### src/rtl/spi_pkg.sv
// spi_pkg: state encoding and default byte width shared by the SPI master and its sequencer
package spi_pkg;
  localparam int SPI_BUS = 8;
  typedef enum logic [2:0] {IDLE, SETUP, ISSUE, WAIT, HOLD, GAP} seq_state_t;
endpackage

### src/rtl/spi_tx_fifo.sv
// spi_tx_fifo: circular TX byte buffer with one extra pointer bit to tell full from empty
module spi_tx_fifo #(
  parameter int BUS = 8,
  parameter int DEPTH = 8
) (
  input  logic           clk,
  input  logic           arst_n,
  input  logic           push,
  input  logic [BUS-1:0] din,
  input  logic           pop,
  output logic [BUS-1:0] dout,
  output logic           full,
  output logic           empty
);
  localparam int AW = $clog2(DEPTH);
  logic [BUS-1:0] mem [DEPTH];
  logic [AW:0] wp, rp;
  logic do_push, do_pop;
  assign full = (wp[AW] != rp[AW]) && (wp[AW-1:0] == rp[AW-1:0]);
  assign empty = wp == rp;
  assign do_push = push && !full;
  assign do_pop = pop && !empty;
  assign dout = mem[rp[AW-1:0]];
  always_ff @(posedge clk or negedge arst_n)
    if (!arst_n) begin
      wp <= '0;
      rp <= '0;
    end else begin
      if (do_push) wp <= wp + (AW+1)'(1);
      if (do_pop) rp <= rp + (AW+1)'(1);
    end
  always_ff @(posedge clk)
    if (do_push) mem[wp[AW-1:0]] <= din;
endmodule

### src/rtl/spi_cs_sequencer.sv
// spi_cs_sequencer: feeds buffered bytes to the SPI master one at a time and owns chip-select timing
module spi_cs_sequencer
  import spi_pkg::*;
#(
  parameter int BUS = SPI_BUS,
  parameter int DEPTH = 8,
  parameter int LEN_W = 8,
  parameter int CS_SETUP = 2,
  parameter int CS_HOLD = 2,
  parameter int CS_IDLE = 2
) (
  input  logic             clk,
  input  logic             arst_n,
  input  logic             cmd_vld,
  input  logic [LEN_W-1:0] cmd_len,
  output logic             cmd_rdy,
  input  logic [BUS-1:0]   wr_data,
  input  logic             wr_vld,
  output logic             wr_rdy,
  output logic [BUS-1:0]   rd_data,
  output logic             rd_vld,
  output logic             busy,
  output logic             done,
  output logic             cs_n,
  output logic [BUS-1:0]   m_tx_byte,
  output logic             m_tx_vld,
  input  logic             m_ready,
  input  logic [BUS-1:0]   m_rx_byte
);
  localparam int CMAX = CS_SETUP > CS_HOLD ? (CS_SETUP > CS_IDLE ? CS_SETUP : CS_IDLE)
                                           : (CS_HOLD > CS_IDLE ? CS_HOLD : CS_IDLE);
  localparam int CNT_W = $clog2(CMAX + 1);
  seq_state_t state, state_d;
  logic [CNT_W-1:0] cnt, cnt_d;
  logic [LEN_W-1:0] rem, rem_d;
  logic [BUS-1:0] head, tx_byte_d, rd_data_d;
  logic seen, seen_d, cs_n_d, tx_vld_d, rd_vld_d, done_d, full, empty, setup_end, issue;
  spi_tx_fifo #(.BUS(BUS), .DEPTH(DEPTH)) u_fifo (
    .clk(clk), .arst_n(arst_n), .push(wr_vld), .din(wr_data),
    .pop(issue), .dout(head), .full(full), .empty(empty)
  );
  assign cmd_rdy = state == IDLE;
  assign busy = !cmd_rdy;
  assign wr_rdy = !full;
  assign setup_end = state == SETUP && cnt == CNT_W'(CS_SETUP - 1);
  // The last setup cycle may already issue so the first byte lands exactly CS_SETUP after cs_n falls
  assign issue = !empty && m_ready && (state == ISSUE || setup_end);
  always_comb begin
    state_d = state;
    cnt_d = cnt;
    rem_d = rem;
    seen_d = issue ? 1'b0 : seen;
    cs_n_d = cs_n;
    tx_vld_d = issue;
    tx_byte_d = issue ? head : m_tx_byte;
    rd_data_d = rd_data;
    rd_vld_d = 1'b0;
    done_d = 1'b0;
    case (state)
      IDLE: if (cmd_vld) begin
        state_d = SETUP;
        rem_d = cmd_len;
        cs_n_d = 1'b0;
        cnt_d = '0;
      end
      SETUP: begin
        cnt_d = cnt + CNT_W'(1);
        if (setup_end) state_d = issue ? WAIT : ISSUE;
      end
      ISSUE: if (issue) state_d = WAIT;
      WAIT: begin
        if (!m_ready) seen_d = 1'b1;
        if (seen && m_ready) begin
          rd_data_d = m_rx_byte;
          rd_vld_d = 1'b1;
          cnt_d = '0;
          state_d = rem == '0 ? HOLD : ISSUE;
          rem_d = rem == '0 ? rem : rem - LEN_W'(1);
        end
      end
      HOLD: begin
        cnt_d = cnt + CNT_W'(1);
        if (cnt == CNT_W'(CS_HOLD - 1)) begin
          cs_n_d = 1'b1;
          cnt_d = '0;
          state_d = GAP;
        end
      end
      GAP: begin
        cnt_d = cnt + CNT_W'(1);
        if (cnt == CNT_W'(CS_IDLE - 1)) begin
          done_d = 1'b1;
          state_d = IDLE;
        end
      end
      default: state_d = IDLE;
    endcase
  end
  always_ff @(posedge clk or negedge arst_n)
    if (!arst_n) begin
      state <= IDLE;
      cnt <= '0;
      rem <= '0;
      seen <= 1'b0;
      cs_n <= 1'b1;
      m_tx_vld <= 1'b0;
      m_tx_byte <= '0;
      rd_data <= '0;
      rd_vld <= 1'b0;
      done <= 1'b0;
    end else begin
      state <= state_d;
      cnt <= cnt_d;
      rem <= rem_d;
      seen <= seen_d;
      cs_n <= cs_n_d;
      m_tx_vld <= tx_vld_d;
      m_tx_byte <= tx_byte_d;
      rd_data <= rd_data_d;
      rd_vld <= rd_vld_d;
      done <= done_d;
    end
endmodule

### config.mk
export PLATFORM = sky130hd
export DESIGN_NAME = spi_cs_sequencer
export DESIGN_NICKNAME = d
export VERILOG_FILES = /design/src/rtl/spi_pkg.sv /design/src/rtl/spi_tx_fifo.sv /design/src/rtl/spi_cs_sequencer.sv
export SDC_FILE = /design/constraint.sdc
export NUM_CORES = 1
export LEC_CHECK = 0
export BUFFER_PORTS_ARGS = -buffer_cell sky130_fd_sc_hd__buf_2
export CORE_MARGIN = 5
export CORE_UTILIZATION = 38
export CTS_BUF_LIST = sky130_fd_sc_hd__clkbuf_4 sky130_fd_sc_hd__clkbuf_8
export CTS_CLUSTER_DIAMETER = 40
export DETAILED_ROUTE_END_ITERATION = 16
export GPL_TIMING_DRIVEN = 0
export PLACE_DENSITY = 0.67
export SLEW_MARGIN = 30
export SYNTH_ARGS = -nofsm -noshare
export SYNTH_HDL_FRONTEND = slang
export SYNTH_SLANG_ARGS = --single-unit
### constraint.sdc
create_clock -name clk -period 3.2 [get_ports clk]
set_clock_uncertainty 0.15 [all_clocks]
set_input_delay 0.48 -clock clk [delete_from_list [all_inputs] [get_ports clk]]
set_output_delay 0.48 -clock clk [all_outputs]
set_load 0.02 [all_outputs]
==> out/summary.txt <==
CRITICAL PATH
------------------------------------------------------------------------------------
Worst setup path class                                                  register to register
Biggest cell delay along the critical path                                   0.73 ns
Maximum fanout count along the critical path                                      10
Cell count along the critical path                                                 6
Worst-path cell with the longest stage delay                                  nor2_1
Cell family contributing the most delay on the critical path            simple AND/OR/NAND/NOR gates
Cell Chain, Critical Path                                               buf_4 -> xnor2_1 -> nand4b_1 -> nand2_1 -> or2_1 -> nor2_1
Endpoint class of the critical path                                         register
Worst Path Arrival                                                           2.50 ns
Register-to-Register Path Depth                                                    6
Count of buffering cells on the critical path with inverters included              1
Kind of start point of the critical path                                    register
Required time of the critical path                                           3.05 ns

SYNTH
------------------------------------------------------------------------------------
Summed instance area of the synthesized netlist                            4530 um^2
Number of enable flip-flop cells after synthesis                                  64
Gate Count Post-Synth                                                            308
Leading cell types by count after synthesis                             edfxtp_1 (64), dfrtp_1 (41), nand2_1 (21), nor2_1 (18), o21ai_0 (18)
Syn Nets                                                                         343
Most frequently used flop master after synthesis                            edfxtp_1
Number of synthesized register bits                                              106
Count of yosys warnings during synthesis                                           0
Share of the synthesized area in the top cell type                             42.5%
Dominant cell type by area after synthesis                                  edfxtp_1
Mapped Avg Cell Area                                                       14.7 um^2
Area contributors post-synth                                            edfxtp_1 (42%), dfrtp_1 (23%), mux4_2 (8.0%)
Share of synthesized flip-flops with an asynchronous set or reset              39.6%
Distinct cells, synth                                                             47
Register area share after synthesis                                            65.7%
Library cell with the highest instance count after synthesis                edfxtp_1

POWER
------------------------------------------------------------------------------------
Internal power contribution                                                0.00295 W
Net switching power figure                                                 0.00171 W
Leakage dissipation                                                          1.99 nW
Combinational power share                                                      37.5%
Switching power share of the total                                             36.7%
Portion of total power attributed to sequential cells                          43.5%
IR Drop Worst-Case VDD                                                        396 uV
Share of power burned in the clock network                                     19.0%
Pwr dens                                                                 895 nW/um^2

CLOCKING
------------------------------------------------------------------------------------
Maximum count of clock buffers along a single path                                 2
TritonCTS clock tree                                                            done
Number of setup buffers added after CTS                                            0
Clock root buffer master                                                    clkbuf_8
Clock insertion delay at the later pin of the skew report                    0.37 ns
Clk slew on worst S/H paths                                                  0.11 ns
Hold buffer count at CTS                                                           1
TritonCTS sink count                                                             106
CTS H-Tree Depth                                                                   3
Number of buffers created by CTS                                                   9
Number of gates given a new drive strength after cts                               0

DIE
------------------------------------------------------------------------------------
Core Area                                                                 11600 um^2
Area enclosed by the die boundary                                         14200 um^2
Chip Height                                                                   119 um
Horizontal die dimension                                                      119 um
Starting density of the core                                                   39.1%
I/O pins                                                                          52
Site row count                                                                    39

ROUTE
------------------------------------------------------------------------------------
Routed wl met2                                                               4460 um
Uppermost layer routed                                                          met5
Detailed-route vias per instance                                                5.32
First-pass iteration count of the detailed router                                  4
Post-detailed-route DRC marker count                                               0
Total number of vias                                                            2762
Drt initial violations                                                           251
Count of nets left with antenna violations after detail routing                    0
Overall routed net length                                                    9070 um
Average routed wire per standard cell                                        17.5 um
Met3 Wirelength                                                               525 um
M1 wire length                                                               3890 um

GLOBAL ROUTE
------------------------------------------------------------------------------------
Total overflow reported by the global router                                       0
Number of antenna violations at the first check in global routing                  1
Aggregate global-route resource usage                                          13.2%
Largest net degree at the start of global routing                                 43
Via count of the first global-routing pass                                      2737
Global-route wire length before repair                                      14500 um

PLACE
------------------------------------------------------------------------------------
Count of input and output buffers                                                 51
Post-detailed-placement half-perimeter wirelength                            6050 um
Global placer's final weighted congestion                                      0.819

STA
------------------------------------------------------------------------------------
Slew Limit Headroom                                                            38.5%
Top achievable clock speed                                                   378 MHz
RSZ-0062 raised after global routing                                              no
Setup Viol. Count Final                                                            0
Final Max Slew Viols                                                               0
Ratio of final minimum period to clock period                                  82.7%
Minimum period implied by the final worst setup slack                        2.65 ns
Slew at the pin closest to its max-slew limit                               0.919 ns
Final-layout setup total negative slack                                         0 ns
Hold violation count in the final report                                           0

CELLS AND AREA
------------------------------------------------------------------------------------
Final standard cell utilization of the core                                    45.0%
Layout cells sized above 1                                                     32.2%
Post-layout net count                                                            406
Area added between synthesis and finish                                        15.0%
Filler instances                                                                1020
Number of diodes                                                                   0

STATUS
------------------------------------------------------------------------------------
Status                                                                     completed

MIN PATH
------------------------------------------------------------------------------------
Hold depth                                                                         2
Classification of the worst-slack hold path                             input pin to register

FLOW RUN
------------------------------------------------------------------------------------
Max_cap viols                                                                      0

==> layout by cell type (no fill, tap or decap), types with 8 or more instances in the layout <==
cell / Yosys / routed
a21oi_1: 17 / 17
buf_2: 4 / 54
clkbuf_8: 0 / 9
dfrtp_1: 41 / 41
edfxtp_1: 64 / 64
inv_1: 11 / 11
mux2_2: 10 / 10
mux2i_1: 8 / 8
mux4_2: 16 / 16
nand2_1: 21 / 21
nand3_1: 12 / 12
nor2_1: 18 / 16
o21ai_0: 18 / 18
==> per-layer routing <==
layer	global-route usage (%)	vias up
li1	-	1277
met1	16.5	1366
met2	21.8	98
met3	4.17	19
met4	4.27	2
met5	0	-
==> layout make-up <==
class	instances	area (um^2)	share of cell area [%]
Buffer	13	88.8	1.71
Clock buffer	9	124	2.38
Clock inverter	7	91.3	1.76
Inverter	11	41.3	0.793
Multi-Input combinational cell	178	1440	27.6
Sequential cell	106	2970	57.2
Tap cell	143	179	3.44
Timing Repair Buffer	52	268	5.15
==> worst paths after layout <==
kind,startpoint,end,slack [ns]
min in group asynchronous,arst_n,rd_data[0]$_DFFE_PN0P_,0.49
worst max-delay path,u_fifo.rp[1]$_DFFE_PN0P_,u_fifo.mem[2][5]$_DFFE_PP_,0.55
worst min-delay path,m_rx_byte[7],rd_data[7]$_DFFE_PN0P_,0.18
max in group asynchronous,arst_n,m_tx_byte[0]$_DFFE_PN0P_,2.02
worst min register to register,u_fifo.wp[3]$_DFFE_PN0P_,u_fifo.wp[3]$_DFFE_PN0P_,0.34
worst max register to register,u_fifo.rp[1]$_DFFE_PN0P_,u_fifo.mem[2][5]$_DFFE_PP_,0.55
==> power by group through the flow <==
stage	clock network, W	logic, W	registers, W
2_1_floorplan	0	0.00117	0.00213
3_3_place_gp	0	0.00170	0.00203
3_5_place_dp	0	0.00176	0.00205
4_1_cts	0.000907	0.00177	0.00203
5_1_grt	0.000970	0.00191	0.00207
6_report	0.000883	0.00174	0.00203
==> per-stage QoR <==
stage	setup WS, ns	total power [W]	instances	instance area, um^2	hold WS (ns)
2_1_floorplan	0.703	0.00330	308	4530	0.0344
3_3_place_gp	0.215	0.00374	502	4960	0.322
3_5_place_dp	0.500	0.00382	502	4970	0.328
4_1_cts	0.472	0.00470	519	5200	0.169
5_1_grt	0.429	0.00495	519	5200	0.163
6_report	0.553	0.00466	519	5200	0.185
==> cell families after synthesis <==
group | Yosys count | synth area share, %
muxes | 34 | 12.2
buffers and inverters | 24 | 2.87
xor gates and xnor gates | 9 | 1.91
and+or+nand+nor | 72 | 7.79
adders and majority gates | 6 | 1.66
AOI/OAI and AO/OA | 57 | 7.85
DFF | 106 | 65.7
==> state kept, by name (all words and copies together), names as in the netlist <==
signal and cells:
u_fifo.mem 64, m_tx_byte 8, rd_data 8, rem 8, u_fifo.rp 4, u_fifo.wp 4, state 3, cnt 2
cs_n 1, done 1, m_tx_vld 1, rd_vld 1, seen 1
No activity file was read; power rests on OpenSTA's default activity.
